### config.mk
export PLATFORM = sky130hd
export DESIGN_NAME = fb_rect_fill
export DESIGN_NICKNAME = d
export VERILOG_FILES = /design/src/rtl/fb_pkg.sv /design/src/rtl/fb_rect_clip.sv /design/src/rtl/fb_rect_fill.sv
export SDC_FILE = /design/constraint.sdc
export NUM_CORES = 1
export LEC_CHECK = 0
export ABC_AREA = 0
export CORE_MARGIN = 2
export CORE_UTILIZATION = 50
export CTS_CLUSTER_DIAMETER = 60
export DETAILED_ROUTE_END_ITERATION = 10
export PLACE_DENSITY = 0.72
export SLEW_MARGIN = 20
export SYNTH_ARGS = -nofsm -noshare
export SYNTH_HDL_FRONTEND = slang
export SYNTH_SLANG_ARGS = --single-unit
export TNS_END_PERCENT = 50
### constraint.sdc
create_clock -name clock -period 4.39 [get_ports clock]
set_clock_uncertainty 0.15 [all_clocks]
set_input_delay 0.878 -clock clock [delete_from_list [all_inputs] [get_ports clock]]
set_output_delay 0.878 -clock clock [all_outputs]
set_load 0.005 [all_outputs]
### src/rtl/fb_pkg.sv
// Shared frame-buffer definitions.
//   FB_WIDTH/FB_HEIGHT : frame buffer geometry in pixels
//   ADDR_W/DATA_W      : video RAM address and pixel widths
//   rgb565_t           : pixel layout, r[15:11] g[10:5] b[4:0]
//   fill_state_t       : rectangle fill FSM states
//   row_base()         : y*FB_WIDTH as a shift-add, also used by scan-out
package fb_pkg;

  localparam int FB_WIDTH  = 400;
  localparam int FB_HEIGHT = 240;
  localparam int ADDR_W    = 17;
  localparam int DATA_W    = 16;

  typedef struct packed {
    logic [4:0] r;
    logic [5:0] g;
    logic [4:0] b;
  } rgb565_t;

  typedef enum logic [1:0] {
    ST_IDLE  = 2'd0,
    ST_SETUP = 2'd1,
    ST_DRAW  = 2'd2,
    ST_DONE  = 2'd3
  } fill_state_t;

  // y*400 = y*256 + y*128 + y*16; no multiplier needed
  function automatic logic [ADDR_W-1:0] row_base(input logic [7:0] y);
    logic [ADDR_W-1:0] ye;
    ye = {{(ADDR_W-8){1'b0}}, y};
    return (ye << 8) + (ye << 7) + (ye << 4);
  endfunction

endpackage

### src/rtl/fb_rect_clip.sv
// Combinational clipping of a draw command against the frame buffer.
//   x, y      : rectangle origin (column, row)
//   w, h      : rectangle size
//   x1, y1    : exclusive clipped right/bottom bounds
//   rowBase   : video RAM address of column 0 on row y
//   empty     : command covers no visible pixel
module fb_rect_clip
  import fb_pkg::*;
(
  input  logic [8:0]        x,
  input  logic [7:0]        y,
  input  logic [8:0]        w,
  input  logic [7:0]        h,
  output logic [9:0]        x1,
  output logic [8:0]        y1,
  output logic [ADDR_W-1:0] rowBase,
  output logic              empty
);

  logic [9:0] xEnd;
  logic [8:0] yEnd;

  // One extra bit so x+w and y+h cannot wrap before the clamp
  assign xEnd = {1'b0, x} + {1'b0, w};
  assign yEnd = {1'b0, y} + {1'b0, h};

  assign x1 = (xEnd > 10'(FB_WIDTH))  ? 10'(FB_WIDTH) : xEnd;
  assign y1 = (yEnd > 9'(FB_HEIGHT))  ? 9'(FB_HEIGHT) : yEnd;

  assign rowBase = row_base(y);

  assign empty = (w == 9'd0) || (h == 8'd0) ||
                 (x >= 9'(FB_WIDTH)) || (y >= 8'(FB_HEIGHT));

endmodule

### src/rtl/fb_rect_fill.sv
// Rectangle fill engine: accepts a draw command, clips it to the frame
// buffer and writes one pixel per clock into video RAM.
//   clock, reset       : data clock, synchronous active-high reset
//   cmdValid/cmdReady  : command handshake (ready only while idle)
//   cmdX/Y/W/H/Color   : rectangle origin, size and RGB565 fill value
//   wrAddr/wrData/wrEn : video RAM write port
//   busy               : command in progress, accept through done
//   done               : one-cycle completion pulse
//
// state    | meaning
// ---------+-----------------------------------------------
// ST_IDLE  | waiting for a command, cmdReady high
// ST_SETUP | clip bounds and row base registered, first pixel queued
// ST_DRAW  | a pixel write is on the port this cycle
// ST_DONE  | done pulse, back to idle next
module fb_rect_fill
  import fb_pkg::*;
(
  input  logic              clock,
  input  logic              reset,
  input  logic              cmdValid,
  output logic              cmdReady,
  input  logic [8:0]        cmdX,
  input  logic [7:0]        cmdY,
  input  logic [8:0]        cmdW,
  input  logic [7:0]        cmdH,
  input  logic [DATA_W-1:0] cmdColor,
  output logic [ADDR_W-1:0] wrAddr,
  output logic [DATA_W-1:0] wrData,
  output logic              wrEn,
  output logic              busy,
  output logic              done
);

  fill_state_t state, stateNxt;

  logic [8:0]        xOrg, xOrgNxt;
  logic [7:0]        yOrg, yOrgNxt;
  logic [8:0]        wLat, wLatNxt;
  logic [7:0]        hLat, hLatNxt;
  rgb565_t           color, colorNxt;
  logic [9:0]        xEnd, xEndNxt;
  logic [8:0]        yEnd, yEndNxt;
  logic [ADDR_W-1:0] rowBase, rowBaseNxt;
  logic [8:0]        col, colNxt;
  logic [7:0]        row, rowNxt;
  logic [ADDR_W-1:0] wrAddrNxt;
  logic [DATA_W-1:0] wrDataNxt;
  logic              wrEnNxt, busyNxt, doneNxt;

  logic [9:0]        clipX1;
  logic [8:0]        clipY1;
  logic [ADDR_W-1:0] clipRowBase;
  logic              clipEmpty;
  logic              lastCol, lastRow;
  logic [ADDR_W-1:0] nextRowBase;

  fb_rect_clip u_clip (
    .x       (xOrg),
    .y       (yOrg),
    .w       (wLat),
    .h       (hLat),
    .x1      (clipX1),
    .y1      (clipY1),
    .rowBase (clipRowBase),
    .empty   (clipEmpty)
  );

  assign cmdReady    = (state == ST_IDLE);
  assign lastCol     = ({1'b0, col} == (xEnd - 10'd1));
  assign lastRow     = ({1'b0, row} == (yEnd - 9'd1));
  assign nextRowBase = rowBase + ADDR_W'(FB_WIDTH);

  always_ff @(posedge clock) begin
    if (reset) state <= ST_IDLE;
    else       state <= stateNxt;
  end

  always_comb begin
    stateNxt   = state;
    xOrgNxt    = xOrg;
    yOrgNxt    = yOrg;
    wLatNxt    = wLat;
    hLatNxt    = hLat;
    colorNxt   = color;
    xEndNxt    = xEnd;
    yEndNxt    = yEnd;
    rowBaseNxt = rowBase;
    colNxt     = col;
    rowNxt     = row;
    wrAddrNxt  = wrAddr;
    wrDataNxt  = wrData;
    wrEnNxt    = 1'b0;
    busyNxt    = busy;
    doneNxt    = 1'b0;

    case (state)
      ST_IDLE: begin
        if (cmdValid) begin
          stateNxt = ST_SETUP;
          xOrgNxt  = cmdX;
          yOrgNxt  = cmdY;
          wLatNxt  = cmdW;
          hLatNxt  = cmdH;
          colorNxt = rgb565_t'(cmdColor);
          busyNxt  = 1'b1;
        end
      end
      ST_SETUP: begin
        xEndNxt    = clipX1;
        yEndNxt    = clipY1;
        rowBaseNxt = clipRowBase;
        colNxt     = xOrg;
        rowNxt     = yOrg;
        wrDataNxt  = color;
        if (clipEmpty) begin
          stateNxt = ST_DONE;
          doneNxt  = 1'b1;
        end else begin
          // first pixel goes out on the edge that leaves SETUP
          stateNxt  = ST_DRAW;
          wrEnNxt   = 1'b1;
          wrAddrNxt = clipRowBase + {{(ADDR_W-9){1'b0}}, xOrg};
        end
      end
      ST_DRAW: begin
        // col/row track the pixel currently on the write port
        if (lastCol && lastRow) begin
          stateNxt = ST_DONE;
          doneNxt  = 1'b1;
        end else if (lastCol) begin
          wrEnNxt    = 1'b1;
          colNxt     = xOrg;
          rowNxt     = row + 8'd1;
          rowBaseNxt = nextRowBase;
          wrAddrNxt  = nextRowBase + {{(ADDR_W-9){1'b0}}, xOrg};
        end else begin
          wrEnNxt   = 1'b1;
          colNxt    = col + 9'd1;
          wrAddrNxt = wrAddr + ADDR_W'(1);
        end
      end
      ST_DONE: begin
        stateNxt = ST_IDLE;
        busyNxt  = 1'b0;
      end
      default: stateNxt = ST_IDLE;
    endcase
  end

  always_ff @(posedge clock) begin
    if (reset) begin
      xOrg    <= '0;
      yOrg    <= '0;
      wLat    <= '0;
      hLat    <= '0;
      color   <= '0;
      xEnd    <= '0;
      yEnd    <= '0;
      rowBase <= '0;
      col     <= '0;
      row     <= '0;
      wrAddr  <= '0;
      wrData  <= '0;
      wrEn    <= 1'b0;
      busy    <= 1'b0;
      done    <= 1'b0;
    end else begin
      xOrg    <= xOrgNxt;
      yOrg    <= yOrgNxt;
      wLat    <= wLatNxt;
      hLat    <= hLatNxt;
      color   <= colorNxt;
      xEnd    <= xEndNxt;
      yEnd    <= yEndNxt;
      rowBase <= rowBaseNxt;
      col     <= colNxt;
      row     <= rowNxt;
      wrAddr  <= wrAddrNxt;
      wrData  <= wrDataNxt;
      wrEn    <= wrEnNxt;
      busy    <= busyNxt;
      done    <= doneNxt;
    end
  end

endmodule
==> run metrics <==
Pre-antenna DRT Iters 5; Final Total Pwr roughly 6.1 mW; Synth cell types 79; count of non-filler cells in the finished layout between 1,000 and 1,500; status finished clean; cts bufs inserted 17; Post-Syn Nets 1,191; final hold vios 0; Peak Freq around 250 MHz; Mapped Cells about 1,100; worst path arrival time roughly 4.2 ns; post-CTS repair timing setup buffer count 0; WS Path Type flip-flop to flip-flop; Crit. End Element flip-flop; most common cell in the netlist nand2_1; remaining global-route overflow 0; Mapped Area 8710 um^2; top cells by area in the synthesized netlist dfxtp_1 32%, ha_1 7.0%, nand2_1 6.8%; Die Span Y ~140 um; vias in the first global route 7,761; R2R cell count 13; clk_lat worst skew about 0.43 ns; die width between 100 and 150 um; Synth top area share 0.315; Area Growth Syn to Fin 17.4%; ant diodes 0; max cap viols 0; WHS 0.304 ns; synthesized area per cell slightly above 8 um^2; Max Root-Sink Buffers 2; CTS tree built; reg2reg setup slack between 0.4 and 0.5 ns; pwr dens ~600 nW/um^2; I/O pins 90; RSZ-0062 raised after global routing false; area post-placement slightly below 10,000 um^2; DRT antenna net count 0; layout cell share with drive strength beyond 1 0.0754; Pleak roughly 3.9 nW; crit-path max FO 6; final setup fails 0; Clock Pin Slew Worst Setup and Hold Paths roughly 0.07 ns; clk sinks roughly 140; Routed wire per std cell ~17 um; initial antenna violation count 0; startpoint types flip-flop; worst slew pin tran roughly 0.9 ns; final instance area about 10,000 um^2; DP HPWL about 17 mm; Register Area between 2000 and 3000 um^2; Max VDD drop about 430 uV; Reg-to-Reg End wrAddr[16]; number of synthesized register bits approximately 140; Total Nets Final between 1,000 and 1,500; dpl cells approximately 1,300; Synth area leader dfxtp_1; Synth top cells by count 158 x nand2_1, 137 x dfxtp_1, 110 x a21oi_1; core area 17,200 um^2; FF-to-FF Start yOrg[1]; max-slew violations 0; Synth Flop Type dfxtp_1; GRT Overall Usage 0.259; Layout fillers around 1,600; row cnt 48; number of vias per cell between 5 and 6; H-tree levels 4; hold path depth 2; Synth async-reset ratio 0; setup total negative slack 0 ns; Rel. slew slack 0.415; IO Port Bufs slightly below 90; vias after detailed routing 8,070; drt drc 0; Seq/Total Area, Yosys 0.315; Iteration-0 DRC Markers 512; Hold Path Sink color[2]; Period minus WS final 3.97 ns; initial core utilization 0.507; yosys warns 0; Hold Crit Start color[2]; multi-input logic area around 5500 um^2; global-route wire length before repair about 38 mm; Post-synth EDFFs 0; GPL Wtd Cong approximately 0.89; Die Area between 15,000 and 20,000 um^2; final worst path period share 0.905; Crit path required time between 4 and 5 ns; largest net degree at the start of global routing 70; Root Driver clkbuf_16; final wirelength between 20 and 25 mm; worst hold path class flip-flop to flip-flop
==> cell usage in the layout, fill, tap and decap left out, types with 8 or more instances in the layout <==
cell type / n
xor2_1: 30
nor4b_1: 8
nor4_1: 13
clkdlybuf4s50_1: 88
a211oi_1: 15
buf_4: 13
fa_1: 8
ha_1: 48
nor3_1: 34
a21boi_0: 10
clkbuf_16: 17
and3_1: 18
xnor2_1: 30
inv_1: 39
o21ai_0: 59
nand3_1: 36
a31oi_1: 18
nand4_1: 8
mux2i_1: 32
dfxtp_1: 137
nand2_1: 158
a21oi_1: 110
nor2_1: 71
a21o_1: 8
==> sequential cells by signal, indices dropped and copies added (netlist names), 2 cells and up <==
register	cells
state	2
xEnd	10
wrData	16
wLat	9
hLat	8
yEnd	9
yOrg	8
row	8
col	9
wrAddr	17
color	16
xOrg	9
rowBase	13
==> critical path: stages, from the launching register on <==
cell	delay, ns
dfxtp_1	0.49
inv_1	0.17
fa_1	0.52
inv_1	0.04
ha_1	0.23
fa_1	0.43
xor2_1	0.34
o21ai_0	0.19
nor4_1	0.33
o2111ai_1	0.28
o31a_1	0.29
o21ai_0	0.18
o211ai_1	0.11
a21oi_1	0.14
==> how the worst max path moves through the flow <==
stage / cells after the start / startpoint / slack [ns] / endpoint
5_1_grt: 13 / yOrg[1] / 0.11 / wrAddr[16]
6_report: 13 / yOrg[1] / 0.42 / wrAddr[16]
2_1_floorplan: 13 / yOrg[1] / 0.80 / wrAddr[16]
4_1_cts: 13 / yOrg[1] / 0.31 / wrAddr[16]
3_3_place_gp: 13 / yOrg[1] / 0.47 / wrAddr[16]
3_5_place_dp: 13 / yOrg[1] / 0.36 / wrAddr[16]
==> through the flow <==
step	util	setup WS (ns)
2_1_floorplan	-	0.803
3_3_place_gp	0.562	0.466
3_5_place_dp	0.562	0.362
4_1_cts	0.595	0.313
5_1_grt	0.595	0.107
6_report	0.595	0.416
==> report_power, final <==
part	total (mW)	leakage [nW]	switching [mW]	internal (mW)
Sequential	1.91	1.12	0.382	1.53
Combinational	2.82	2.51	1.61	1.20
Clock	1.39	0.271	0.628	0.761
Total	6.12	3.90	2.62	3.49
==> timing repair <==
| item | in CTS | in global routing |
|---|---|---|
| hold buffers | 0 | 0 |
| setup endpoints to repair | 0 | 1 |
| resized for setup | 0 | 1 |
==> kinds of logic after synthesis <==
family	after synthesis	synth area share
simple gates	391	0.213
compound gates	300	0.227
flops	137	0.315
buf+inv	100	0.0543
xor+xnor	60	0.0604
fa+ha+maj	57	0.0888
mux	36	0.0420
==> final cells by class <==
class                   count  area share
flip-flops and latches    137       0.268
clock inverters            14      0.0124
clock buffers              18      0.0430
repair buffers            101      0.0958
multi-input cells         844       0.538
well taps                 225      0.0276
inverters                  40      0.0147
==> metal layers <==
metal	routed length [um]	GRT usage
met1	10600	0.330
met2	11000	0.438
met3	1410	0.0533
met4	525	0.0880
met5	0	0
Note: power is estimated with default switching activity, not from simulation.
